## src/rtl/multiplication.sv

```systemverilog
// rtl/multiplication.sv - sequential unsigned shift-and-add multiplier, one multiplier bit per clock
module multiplication #(
  parameter int WIDTH = 32,
  parameter int CW    = $clog2(WIDTH) + 1
) (
  input  logic                 clk,
  input  logic                 rst,
  input  logic                 start,
  input  logic [WIDTH-1:0]     A,
  input  logic [WIDTH-1:0]     B,
  output logic [2*WIDTH-1:0]   prod,
  output logic                 busy,
  output logic                 done,
  output logic [CW-1:0]        counter
);

  typedef enum logic [1:0] {
    IDLE = 2'd0,
    RUN  = 2'd1,
    DONE = 2'd2
  } state_t;

  state_t               state, state_next;
  logic [WIDTH-1:0]     mcand, mcand_next;
  logic [2*WIDTH:0]     acc, acc_next;
  logic [CW-1:0]        count, count_next;
  logic [WIDTH:0]       sum;

  always_ff @(posedge clk or posedge rst) begin
    if (rst) begin
      state <= IDLE;
      mcand <= '0;
      acc   <= '0;
      count <= '0;
    end else begin
      state <= state_next;
      mcand <= mcand_next;
      acc   <= acc_next;
      count <= count_next;
    end
  end

  always_comb begin
    state_next = state;
    mcand_next = mcand;
    acc_next   = acc;
    count_next = count;
    // Partial sum keeps the carry in its top bit; it lands in acc[2W-1] after the shift.
    sum = acc[0] ? ({1'b0, acc[2*WIDTH-1:WIDTH]} + {1'b0, mcand})
                 : {1'b0, acc[2*WIDTH-1:WIDTH]};
    case (state)
      IDLE, DONE: begin
        if (start) begin
          state_next = RUN;
          mcand_next = A;
          acc_next   = {{(WIDTH+1){1'b0}}, B};
          count_next = '0;
        end
      end
      RUN: begin
        acc_next   = {1'b0, sum, acc[WIDTH-1:1]};
        count_next = count + 1'b1;
        if (count == CW'(WIDTH - 1)) begin
          state_next = DONE;
        end
      end
      default: begin
        state_next = IDLE;
      end
    endcase
  end

  assign prod    = acc[2*WIDTH-1:0];
  assign busy    = (state == RUN);
  assign done    = (state == DONE);
  assign counter = count;

endmodule

```

## config.mk

```make
export PLATFORM = sky130hd
export DESIGN_NAME = multiplication
export DESIGN_NICKNAME = d
export VERILOG_FILES = /design/src/rtl/multiplication.sv
export SDC_FILE = /design/constraint.sdc
export NUM_CORES = 1
export LEC_CHECK = 0
export ABC_AREA = 0
export CAP_MARGIN = 30
export CORE_MARGIN = 2
export CORE_UTILIZATION = 50
export CTS_CLUSTER_DIAMETER = 60
export CTS_CLUSTER_SIZE = 20
export DETAILED_ROUTE_END_ITERATION = 8
export MAX_ROUTING_LAYER = met4
export PLACE_DENSITY = 0.76
export SYNTH_ARGS = -nofsm -noshare
export SYNTH_HDL_FRONTEND = slang
export SYNTH_SLANG_ARGS = --single-unit
```

## constraint.sdc

```tcl
create_clock -name clk -period 4.9 [get_ports clk]
set_input_delay 1.225 -clock clk [delete_from_list [all_inputs] [get_ports clk]]
set_output_delay 1.225 -clock clk [all_outputs]
set_load 0.005 [all_outputs]
```

; ---- Word level (Yosys, flattened, before mapping)
; Index checks and enable logic that the tools add are counted.
; W data, S select, Z words.
[totals]
in_bits = 67
word_cells = 25
register_bits = 104
[op_classes]
n_mux = 8
reduce_logical = 6
n_addsub = 2
eq_ne = 5
[ops]
columns = op, count
row1 = $pmux W64 S2, 1
row2 = $mux W64, 1
row3 = $add A32 B32 Y33, 1
row4 = $mux W33, 1
row5 = $pmux W6 S2, 1
row6 = $add A6 B1 Y6 const B, 1
row7 = $eq A6 B5 Y1 const B, 1
row8 = $mux W6, 1
row9 = $reduce_and A2 Y1, 3
row10 = $mux W2, 2
row11 = $pmux W2 S2, 1
row12 = $eq A2 B1 Y1 const B, 1
row13 = $eq A2 B2 Y1 const B, 1
row14 = $logic_not A2 Y1, 1
row15 = $ne A2 B1 Y1 const B, 1
row16 = $ne A2 B2 Y1 const B, 1
row17 = $reduce_bool A2 Y1, 1
row18 = $reduce_or A2 Y1, 1

; ---- Logic depth before layout (Yosys ltp)
; Gate-level depths: netlist of run 1.
[logic_depth]
word_depth = 4
depth_mapped = 10

; ---- Least setup slack after synthesis of run 1
; No wires, ideal clock.
[synth_timing]
path_kind = register -> register
start = reg acc[40]
end = reg acc[62]
setup_time_ns = 0.132
stages_incl_launch_ff = 10
arrival_time_ns = 2.473
slack_ns = 2.294
cell_sequence = dfrtp_1 ha_1 buf_2 and4_1 a31oi_1 o31a_1 o41a_1 o31ai_2 xnor2_1 o21ai_1
[synth_via]
elab_chain_len = 3
[synth_lines]
columns = item, line
row1 = "start, declared", 25  ; logic [2*WIDTH:0] acc, acc_next;
row2 = "start signal, assigned", 38  ; acc <= acc_next;
row3 = $add A32 B32 Y33, 49  ; sum = acc[0] ? ({1'b0, acc[2*WIDTH-1:WIDTH]} + {1'b0, mcand})
row4 = $mux W33, 49
row5 = $pmux W64 S2, 51  ; case (state)
; No other way between the ends.
; A chain may end at the register's enable or synchronous reset.

; ---- Worst setup path after layout of run 1
[layout_timing]
start = reg acc[45]
end = reg acc[59]
; The elaborated chain is that of the path after synthesis.

==> results, run 1 <==
- For this run, design rule violations remaining after detail routing come to 0.
- In this run, distinct cell masters in the synthesized netlist total 50.
- After floorplanning, the core was sized to cover 11900 um^2.
- The worst vdd rail ir drop is 0.408 mV.
- The die is 114 um tall.
- Combinational logic burns 59.4% of the power.
- The worst setup path is launched from a flop.
- The clock-pin transition on the worst setup and hold timing paths is 0.07 ns.
- At the pin with the least slew margin, the transition time is 0.942 ns.
- The count of endpoints failing hold in the final timing report was 0.
- The initial antenna violation count is 0.
- The post-synthesis share of cell area spent on full adders, half adders and majority gates is 7.15%.
- The fraction of synthesis flops using an asynchronous set or reset pin is 100%.
- The run finished with clean final reports.
- Walking the worst path, the cells encountered are ha_1 > a21oi_1 > o21ai_0 > a2111oi_0 > o2111ai_1 > a31oi_1 > xnor2_1 > nand2_1 > a21oi_1.
- The post-route fraction of the period consumed by the critical path is 60.2%.
- The count of filler cells inserted in the layout is 1017.
- The library cell used most frequently in the layout, excluding fill and tap cells, is sky130_fd_sc_hd__nand2_1.
- The post-CTS resize count is 0.
- In this run the cell area measured after placement is 7530 um^2.
- The number of maximum-capacitance constraint violations is 0.
- The portion of total power attributed to sequential cells is 27.2%.
- The combinational family with the most area after synthesis is compound AO/OA/AOI/OAI gates.
- The internal portion of the total power is 3490 uW.
- Synthesis produced a netlist whose cell count is 716.
- The via count of the first global-routing pass is 5385.
- The synthesized design contains 0 enable-type register cells.
- The final critical-path required period is 2.95 ns.
- The quantity of I/O buffers inserted on ports is 138.
- The worst setup path is captured at a flop.
- The post-synthesis average cell area is 8.45 um^2.
- The layout net count is 929.
- Setup repair after global routing left no endpoint under its margin.
- The switching power summed over all nets is 2670 uW.
- The number of rows created at floorplan is 40.
- The compound-gate portion of the synthesized area is 22.3%.
- The synthesized-area fraction occupied by and/or/nand/nor cells is 18.9%.
- The tightest min-delay check is of the flop to flop type.
- In the routed layout, each cell is associated on average with a via count of 5.79.
- The worst setup path is of the flop to flop kind.
- The clock network accounts for 13.4% of the total power.
- The insertion delay to the later sink of the worst-skew pair is 0.36 ns.
- In this design, the stage delay of the slowest critical-path cell is 0.49 ns.
- After detailed routing, the average wire length per cell comes to 16.9 um.
- The maximum fanout encountered on the critical timing path is 5.
- The slowest stage of the critical path belongs to the cell sky130_fd_sc_hd__a2111oi_0.
- The wire length of the first global-routing pass is 26500 um.
- The deepest level of the CTS H-tree is 3.
- In this run, synthesis produced a sequential element count of 104.
- CTS saw 104 sinks.
- The number of diodes added for antenna fixing is 0.
- The global router's overall resource usage is 26.3%.
- The cell leakage power is 0.00363 uW.
- From synthesis to final layout, the design area changed by 30.0%.
- In this run the power density over the cells is 783 nW/um^2.
- Yosys printed 0 warnings.
- The weighted congestion at the end of routability-driven global placement is 0.964.
- The number of pins exceeding their max-slew limit in the final report is 0.
- The root buffer cell chosen for the clock tree is sky130_fd_sc_hd__clkbuf_16.
- The effective utilization at floorplan is 50.8%.
- The via count is 5676.
- The first detailed-routing pass took 5 iterations.
- The sequential fraction of the synthesis area is 43.0%.
- STA puts the critical path data required time at 5.19 ns.
- Net switching is 43.4% of the power.
- Measured against its own limit, the worst slew margin works out to 37.1%.
- During I/O placement, the number of pins put on the boundary was 139.
- Clock tree synthesis inserted a total of 9 buffers.
- The clock tree from TritonCTS is done.
- The number of nets handed over by synthesis was 817.
- For the final routed database, the setup TNS stands at 0 ns.
- The initial detailed-routing violation count is 433.
- The achievable clock frequency is 0.339 GHz.
- The library cells used most frequently in the layout, excluding fill and tap cells, are sky130_fd_sc_hd__nand2_1 (217), sky130_fd_sc_hd__clkdlybuf4s50_1 (138), sky130_fd_sc_hd__dfrtp_1 (104).
- The floorplan step defined a die boundary enclosing 13000 um^2.
- sky130_fd_sc_hd__dfrtp_1 takes more of the synthesized area than any other cell.
- By instance count, the cell type seen most on the critical path is sky130_fd_sc_hd__a21oi_1.
- The global route total overflow is 0.
- Summed over all layers, the routed wires come to 16600 um.
- In the post-synthesis netlist, the biggest area contributors are sky130_fd_sc_hd__dfrtp_1 (43%), sky130_fd_sc_hd__nand2_1 (13%), sky130_fd_sc_hd__ha_1 (6.8%).
- The worst path arrival time is 3.24 ns.
- From left edge to right edge, the die measures 114 um.
- The area fraction of the dominant cell type after synthesis is 43.0%.
- Across the routed clock network, the largest skew measured is 0.00871 ns.
- Of the cells placed in the final design, the portion with a size suffix greater than 1 is 3.60%.
- The top flip-flop cell by instance count after synthesis is sky130_fd_sc_hd__dfrtp_1.
- The mapped netlist covers 6050 um^2.
- Entering global routing, the biggest net connects 66 pins.
- The share of synthesized area spent on multiplexers is 1.82%.
- After routing the design area is 7870 um^2.
- Setup violations remaining at the end of the flow were counted as 0.
- The detail route stage leaves a number of antenna-violating nets equal to 0.
- The clock passes through at most 2 buffers.
- The area share of xor/xnor cells in the synthesized design is 3.47%.
- The count of hold-fix buffers inserted at cts is 0.
- Buffers added to address setup during post-CTS repair amount to 0.
- The half-perimeter wire length of the detailed placement result is 11300 um.
==> per-stage QoR <==
stage          instances  worst slack, ns  hold WS (ns)  utilization (%)  total power, uW
2_1_floorplan        716            0.943         0.450                -             4020
3_3_place_gp         964             1.90         0.466             63.2             5170
3_5_place_dp         964             1.87         0.472             63.2             5270
4_1_cts              980             2.00         0.493             66.1             6130
5_1_grt              980             1.71         0.509             66.1             6620
6_report             980             1.95         0.488             66.1             6160
==> power groups by stage <==
stage	Combinational, uW	Sequential, uW	Clock (uW)
after floorplan	2410	1620	0
after global placement	3500	1660	0
after detailed placement	3600	1670	0
after CTS	3630	1670	834
after global routing	4020	1730	863
final	3660	1680	823
==> synthesized netlist by cell type (6+ instances only) <==
cell type,count
sky130_fd_sc_hd__a22oi_1,31
sky130_fd_sc_hd__xnor2_1,14
sky130_fd_sc_hd__ha_1,33
sky130_fd_sc_hd__dfrtp_1,104
sky130_fd_sc_hd__a32oi_1,6
sky130_fd_sc_hd__o21ai_1,32
sky130_fd_sc_hd__nand2_1,217
sky130_fd_sc_hd__and3_1,7
sky130_fd_sc_hd__a21o_1,18
sky130_fd_sc_hd__nand4_1,8
sky130_fd_sc_hd__inv_1,8
sky130_fd_sc_hd__o21ai_0,13
sky130_fd_sc_hd__a31oi_1,11
sky130_fd_sc_hd__a211oi_1,8
sky130_fd_sc_hd__nor2_1,20
sky130_fd_sc_hd__clkbuf_1,41
sky130_fd_sc_hd__a21oi_1,54
sky130_fd_sc_hd__nand3_1,12
sky130_fd_sc_hd__xor2_1,10
sky130_fd_sc_hd__mux2i_1,11
==> final cells by class <==
type / instances / area, um^2 / area share [%]
Multi-Input combinational cell: 558 / 3260 / 41.5
Clock buffer: 11 / 253 / 3.21
Clock inverter: 5 / 86.3 / 1.10
Sequential cell: 104 / 2600 / 33.1
Timing Repair Buffer: 147 / 1450 / 18.4
Inverter: 8 / 32.5 / 0.413
Tap cell: 147 / 184 / 2.34
==> routing by layer <==
metal  global-route usage, %  vias to the layer above  wire, um
li1                        -                     2735         -
met1                    35.3                     2713      7480
met2                    40.0                      202      7820
met3                    5.84                       26       976
met4                    8.54                        0       282
met5                       -                        -         0
==> sequential cells by signal, summed over array words and instances, names as in the netlist <==
register  flops
acc          64
counter       6
mcand        32
state         2
==> critical path: cells and delay by family, from the launching register on <==
family	cells	cell delay, ns
compound gates	6	1.83
flops	1	0.42
fa+ha+maj	1	0.38
xor+xnor	1	0.16
simple gates	1	0.08
==> path summary, 6_finish.rpt <==
kind	start	end	slack, ns	cells after the start
max in group asynchronous	rst	acc[57]	2.76	3
min in group asynchronous	rst	acc[36]	1.31	2
min	mcand[25]	mcand[25]	0.49	2
max reg2reg	acc[45]	acc[59]	1.95	9
max	acc[45]	acc[59]	1.95	9
min reg2reg	mcand[25]	mcand[25]	0.49	2
==> logic make-up after synthesis <==
logic type,count (synthesis)
compound gates,209
xor+xnor,24
fa+ha+maj,34
buf+inv,54
flops,104
mux,11
simple gates,280
Note: power is estimated with default switching activity, not from simulation.
==> run 2: changes to the inputs <==
==> constraint.sdc (replaced) <==
create_clock -name clk -period 3 [get_ports clk]
set_input_delay 0.75 -clock clk [delete_from_list [all_inputs] [get_ports clk]]
set_output_delay 0.75 -clock clk [all_outputs]
set_load 0.005 [all_outputs]
==> results, run 2 (synthesized netlist as in run 1, its figures left out) <==
- The switching power summed over all nets was 4470 uW (+67%).
- The switching power share of the total was 44.3% (+0.94 points).
- The nature of the critical path endpoint is a flop.
- The layout net count is 935 (+0.65%).
- In the layout the commonest cells are sky130_fd_sc_hd__nand2_1 (217), sky130_fd_sc_hd__clkdlybuf4s50_1 (138), sky130_fd_sc_hd__dfrtp_1 (104).
- The total number of clock tree sinks is 104 (unchanged).
- The final critical-path required period was 2.82 ns (-0.131 ns).
- The clock-pin transition on the worst setup and hold timing paths came to 0.08 ns (about the same).
- The portion of total power attributed to sequential cells is 27.0% (-0.2 points).
- The initial antenna violation count is 0 (unchanged).
- Walking the worst path, the cells encountered are ha_1 > o21ai_1 > o21ai_2 > a31oi_2 > o31a_1 > o41a_1 > o31ai_2 > xnor2_1 > o21ai_1.
- The combinational power share was 61.3% (+1.9 points).
- The setup path with the least slack is of type flop to flop.
- The count of TritonRoute iterations in the first routing pass is 5 (unchanged).
- The clock tree from TritonCTS is done.
- The cell leakage power was 0.00364 uW (+0.44%).
- The normalized max-slew margin is 39.3% (+2.1 points).
- The clock skew after layout is 0.0103 ns (+0.00158 ns).
- By instance count, the cell type seen most on the critical path is sky130_fd_sc_hd__o21ai_1.
- The quantity of I/O buffers inserted on ports is 138 (unchanged).
- The dominant delay contributor by cell family on the critical path is compound AO/OA/AOI/OAI gates.
- The routed wire length came to 17400 um (+4.9%).
- The slew at the pin closest to its max-slew limit is 0.910 ns (-0.0322 ns).
- The accumulated negative setup slack is 0 ns (unchanged).
- The post-route fraction of the period consumed by the critical path is 94.0% (+34 points).
- The delay contributed by the slowest stage of the critical path is 0.51 ns (+0.02 ns).
- The type of element launching the critical path is a flop.
- The maximum fanout encountered on the critical timing path is 5 (unchanged).
- The half-perimeter wire length of the detailed placement result is 12200 um (+8.0%).
- The worst vdd rail ir drop came to 0.533 mV (+31%).
- The number of placed I/O pins came to 139 (unchanged).
- The worst hold path belongs to the class flop to flop.
- The TritonCTS buffer count came to 9 (unchanged).
- The cell count after placement is 970 (+0.62%).
- The count of hold-fix buffers inserted at cts is 0 (unchanged).
- The power density of the placed cells is 1270 nW/um^2 (+63%).
- The largest net degree at the start of global routing came to 66 (unchanged).
- The count of buffering cells on the critical path with inverters included is 0 (unchanged).
- The core region area came to 11900 um^2 (unchanged).
- The vias per cell was 5.83 (+0.58%).
- The post-route antenna net violation count is 0 (unchanged).
- The remaining routing DRC violations is 0 (unchanged).
- The number of rows created at floorplan is 40 (unchanged).
- The number of pins exceeding their max-slew limit in the final report is 0 (unchanged).
- The worst path arrival time is 3.04 ns (-0.20 ns).
- The global router's overall resource usage was 27.8% (+1.5 points).
- The number of diodes added for antenna fixing is 0 (unchanged).
- The insertion delay to the later sink of the worst-skew pair was 0.36 ns (about the same).
- The initial detailed-routing violation count came to 574 (+33%).
- The wire length of the first global-routing pass is 28000 um (+5.7%).
- The via count of the first global-routing pass is 5641 (+4.8%).
- The growth of design area from synthesis to finish is 30.9%.
- The library cell used most frequently in the layout, excluding fill and tap cells, is sky130_fd_sc_hd__nand2_1.
- The count of final setup violators is 0 (unchanged).
- The routed length per instance is 17.6 um (+4.2%).
- The via count came to 5744 (+1.2%).
- The register with the most flip-flops in the final layout is acc.
- The cell with the largest stage delay on the worst path is sky130_fd_sc_hd__o41a_1.
- The global route total overflow is 0 (unchanged).
- The achievable clock frequency is 0.354 GHz (+4.6%).
- The maximum clock insertion buffer count was 2 (unchanged).
- The die area was 13000 um^2 (unchanged).
- The run finished with clean final reports.
- The die extent in x came to 114 um (unchanged).
- The clock root buffer is sky130_fd_sc_hd__clkbuf_16.
- The effective utilization at floorplan came to 50.8% (unchanged).
- The number of maximum-capacitance constraint violations came to 0 (unchanged).
- The required time of the critical path came to 3.22 ns (-1.97 ns).
- The fraction of layout cells with a size suffix above 1 is 4.41% (+0.81 points).
- The count of endpoints failing hold in the final timing report is 0 (unchanged).
- The vertical extent of the die is 114 um (unchanged).
- The weighted congestion at the end of routability-driven global placement is 0.973 (+0.98%).
- The internal portion of total power came to 5620 uW (+61%).
- The number of flip-flops in the largest register is 64 (unchanged).
- The part of the power in the clock network is 11.7% (-1.7 points).
- The post-route non-filler standard cell count is 986 (+0.61%).
- Setup repair after global routing left no endpoint under its margin.
- The deepest level of the CTS H-tree is 3 (unchanged).
## run 2: power groups by stage
stage	Sequential (uW)	Combinational, uW	Clock (uW)
after floorplan	2640	3930	0
final	2720	6180	1180
after global placement	2690	5940	0
after detailed placement	2730	6070	0
after global routing	2810	6830	1260
after CTS	2720	6120	1200
## run 2: per-stage QoR
stage / worst slack (ns) / total power (uW) / utilization, % / hold slack (ns) / instance area, um^2
final: 0.179 / 10100 / 66.5 / 0.483 / 7930
after global routing: 0.0364 / 10900 / 66.5 / 0.511 / 7930
after CTS: 0.117 / 10000 / 66.4 / 0.490 / 7920
after detailed placement: 0.132 / 8810 / 64.0 / 0.471 / 7630
after global placement: 0.270 / 8620 / 64.0 / 0.464 / 7630
after floorplan: 0.394 / 6570 / - / 0.450 / 6060
## run 2: area by class of cell
| cell class | instances | area, um^2 |
|---|---|---|
| Fill cell | 1029 | 3990 |
| Multi-Input combinational cell | 558 | 3270 |
| Sequential cell | 104 | 2600 |
| Timing Repair Buffer | 153 | 1540 |
| Clock buffer | 11 | 243 |
| Tap cell | 147 | 184 |
| Clock inverter | 5 | 46.3 |
| Inverter | 8 | 33.8 |
## run 2: routing by layer
layer | GRT usage (%) | wire, um
met3 | 4.04 | 850
met1 | 36.0 | 7760
met5 | - | 0
met2 | 45.4 | 8450
met4 | 9.11 | 303
## run 2: what timing repair did
action | CTS | global route
endpoints found under the setup margin | 0 | 5
endpoints found under the hold margin | 0 | 0
resized for setup | 0 | 2
setup buffers | 0 | 0
## run 2: final timing paths
path	start	to	slack, ns	cells past startpoint
worst max-delay path	acc[34]	acc[62]	0.18	9
worst min-delay path	mcand[27]	mcand[27]	0.48	2
worst max register to register	acc[34]	acc[62]	0.18	9
worst min register to register	mcand[27]	mcand[27]	0.48	2
max in group asynchronous	rst	acc[33]	1.70	3
min in group asynchronous	rst	acc[61]	0.86	3
## run 2: worst min-delay path: stages (launching register included)
cell                      delay, ns
sky130_fd_sc_hd__dfrtp_1       0.35
sky130_fd_sc_hd__nand2_1       0.05
sky130_fd_sc_hd__nand2_1       0.05
==> run 3: changes to the inputs <==
--- a/config.mk
+++ b/config.mk
@@ -8,12 +8,12 @@
 export ABC_AREA = 0
 export CAP_MARGIN = 30
 export CORE_MARGIN = 2
-export CORE_UTILIZATION = 50
+export CORE_UTILIZATION = 51
 export CTS_CLUSTER_DIAMETER = 60
 export CTS_CLUSTER_SIZE = 20
 export DETAILED_ROUTE_END_ITERATION = 8
 export MAX_ROUTING_LAYER = met4
-export PLACE_DENSITY = 0.76
+export PLACE_DENSITY = 0.77
 export SYNTH_ARGS = -nofsm -noshare
 export SYNTH_HDL_FRONTEND = slang
 export SYNTH_SLANG_ARGS = --single-unit
==> results, run 3 (synthesized netlist as in run 1, its figures left out) <==
- The flow ran to the end, but the final reports show violations.
- The checks that failed: design-rule violations.
- The number of flip-flops in the largest register was 64 (unchanged).
- The layout net count is 938 (+0.32%).
- The remaining routing DRC violations is 7 (+7).
- The largest net degree at the start of global routing is 70 (+6.1%).
- The count of final setup violators is 0 (unchanged).
- The weighted congestion at the end of routability-driven global placement is 0.931 (-4.3%).
- The switching power share of the total is 43.6% (-0.70 points).
- The cell depth of the worst hold path was 2 (unchanged).
- The count of hold-fix buffers inserted at cts was 0 (unchanged).
- The cell with the largest stage delay on the worst path is sky130_fd_sc_hd__o41a_1.
- The number of maximum-capacitance constraint violations is 0 (unchanged).
- The global router's overall resource usage is 29.4% (+1.5 points).
- The effective utilization at floorplan is 52.6% (+1.7 points).
- The power density of the placed cells is 1290 nW/um^2 (+1.1%).
- The number of rows created at floorplan is 39 (-2.5%).
- The worst path arrival time is 3.04 ns (about the same).
- The routed length per instance is 17.8 um (+1.3%).
- The path class of the tightest hold or removal check is flop to flop.
- The delay contributed by the slowest stage of the critical path is 0.50 ns (about the same).
- The clock-pin transition on the worst setup and hold timing paths was 0.08 ns (about the same).
- TritonCTS built the clock tree.
- The via count of the first global-routing pass is 5821 (+3.2%).
- The internal portion of total power is 5770 uW (+2.6%).
- In this run the most critical hold path is launched from mcand[25].
- The vertical extent of the die is 113 um (-0.95%).
- The die area is 12800 um^2 (-1.9%).
- The maximum clock insertion buffer count is 2 (unchanged).
- The clock root buffer is sky130_fd_sc_hd__clkbuf_16.
- The post-CTS resize count is 0 (unchanged).
- The cell leakage power is 0.00366 uW (+0.56%).
- The critical path goes through ha_1 > o21ai_1 > o21ai_1 > a31oi_2 > o31a_1 > o41a_1 > o31ai_2 > xnor2_1 > o21ai_1.
- The routed wire length was 17600 um (+1.2%).
- The number of placed I/O pins is 139 (unchanged).
- The switching power summed over all nets was 4460 uW (-0.26%).
- Setup repair after global routing left no endpoint under its margin.
- The number of buffers inserted to repair setup after CTS was 0 (unchanged).
- The die extent in x is 113 um (-0.95%).
- The worst hold path terminates at mcand[25].
- The combinational power share is 60.4% (-0.9 points).
- The end of the worst register-to-register path is acc[62].
- The half-perimeter wire length of the detailed placement result is 12500 um (+2.0%).
- The initial antenna violation count was 0 (unchanged).
- The part of the power in the clock network is 12.9% (+1.2 points).
- The count of buffering cells on the critical path with inverters included is 0 (unchanged).
- The post-route fraction of the period consumed by the critical path is 93.6% (-0.43 points).
- The cell count after placement was 969 (-0.10%).
- The global route total overflow is 0 (unchanged).
- The number of diodes added for antenna fixing was 0 (unchanged).
- The quantity of I/O buffers inserted on ports is 138 (unchanged).
- The insertion delay to the later sink of the worst-skew pair came to 0.36 ns (about the same).
- The post-route non-filler standard cell count is 985 (-0.10%).
- The beginning of the worst register-to-register path is acc[34].
- The most used cell along the critical path is sky130_fd_sc_hd__o21ai_1.
- The via count is 5823 (+1.4%).
- Leaving out fill and tap cells, the most frequent cell in the layout is sky130_fd_sc_hd__nand2_1.
- The total number of clock tree sinks is 104 (unchanged).
- The initial detailed-routing violation count came to 474 (-17%).
- The post-route antenna net violation count is 0 (unchanged).
- The achievable clock frequency is 0.356 GHz (+0.46%).
- The accumulated negative setup slack is 0 ns (unchanged).
- The startpoint-to-endpoint class of the critical path is flop to flop.
- The count of cells along the worst register-to-register path was 9 (unchanged).
- The number of pins exceeding their max-slew limit in the final report is 0 (unchanged).
- Leaving out fill and tap cells, the most frequent cells in the layout are sky130_fd_sc_hd__nand2_1 (217), sky130_fd_sc_hd__clkdlybuf4s50_1 (138), sky130_fd_sc_hd__dfrtp_1 (104).
- The slew at the pin closest to its max-slew limit is 0.663 ns (-0.247 ns).
- The wire length of the first global-routing pass is 29200 um (+4.1%).
- The fraction of layout cells with a size suffix above 1 is 4.75% (+0.34 points).
- The count of TritonRoute iterations in the first routing pass is 7 (+2).
- The normalized max-slew margin is 55.8% (+17 points).
- The TritonCTS buffer count is 9 (unchanged).
- The maximum fanout encountered on the critical timing path is 5 (unchanged).
- The worst vdd rail ir drop is 0.667 mV (+25%).
- The required time of the critical path came to 3.23 ns (about the same).
- The register with the highest flop count is acc.
- STA classifies the critical path endpoint as a flop.
- The core region area is 11500 um^2 (-3.3%).
- Relative to the synthesized area, the layout overhead comes to 31.2%.
- The dominant delay contributor by cell family on the critical path is compound AO/OA/AOI/OAI gates.
- The count of endpoints failing hold in the final timing report is 0 (unchanged).
- The clock skew after layout is 0.0119 ns (+0.00162 ns).
- The vias per cell was 5.91 (+1.5%).
- The worst setup path is launched from a flop.
- The deepest level of the CTS H-tree is 3 (unchanged).
- The register-to-register setup slack is 0.19 ns (about the same).
- The portion of total power attributed to sequential cells was 26.6% (-0.4 points).
- The final critical-path required period is 2.81 ns (-0.0130 ns).
==> run 3: stage by stage <==
step           utilization [%]  hold WS, ns  instance area [um^2]  power [uW]  setup slack, ns
6_report                  69.0        0.481                  7940       10200            0.192
5_1_grt                   69.0        0.507                  7940       11000           0.0173
4_1_cts                   68.9        0.484                  7940       10200            0.157
3_5_place_dp              66.0        0.467                  7610        8820            0.180
3_3_place_gp              66.0        0.463                  7610        8710            0.193
2_1_floorplan                -        0.450                  6060        6570            0.394
==> run 3: final cells by class <==
type	count	area [um^2]
clock buffer	10	239
clock inverter	6	90.1
fill	958	3570
inverter	8	33.8
multi-input combinational	558	3270
sequential	104	2600
tap	143	179
timing repair buffer	156	1530
==> run 3: how the worst max path moves through the flow <==
stage,startpoint,endpoint,slack (ns),cells after the start
floorplan,acc[40],acc[62],0.39,9
global placement,acc[47],acc[59],0.19,9
detailed placement,acc[34],acc[62],0.18,9
CTS,acc[50],acc[59],0.16,9
global route,acc[34],acc[62],0.02,9
finish,acc[34],acc[62],0.19,9
==> run 3: layer usage <==
layer  track usage (%)  share of wire (%)
met2              46.5                 48
met5                 -                  0
met3              5.62                6.4
met4              9.02                1.8
met1              38.7                 44
==> run 3: worst reg2reg max path, cell delays in order (launching register included) <==
cell and delay, ns:
sky130_fd_sc_hd__dfrtp_1 0.42, sky130_fd_sc_hd__ha_1 0.39, sky130_fd_sc_hd__o21ai_1 0.13, sky130_fd_sc_hd__o21ai_1 0.21, sky130_fd_sc_hd__a31oi_2 0.18, sky130_fd_sc_hd__o31a_1 0.36
sky130_fd_sc_hd__o41a_1 0.50, sky130_fd_sc_hd__o31ai_2 0.30, sky130_fd_sc_hd__xnor2_1 0.14, sky130_fd_sc_hd__o21ai_1 0.07
==> run 3: power groups by stage <==
stage	clock, uW	sequential [uW]	combinational [uW]
4_1_cts	1350	2720	6120
5_1_grt	1390	2820	6830
3_5_place_dp	0	2730	6090
2_1_floorplan	0	2640	3930
3_3_place_gp	0	2690	6010
6_report	1320	2720	6180
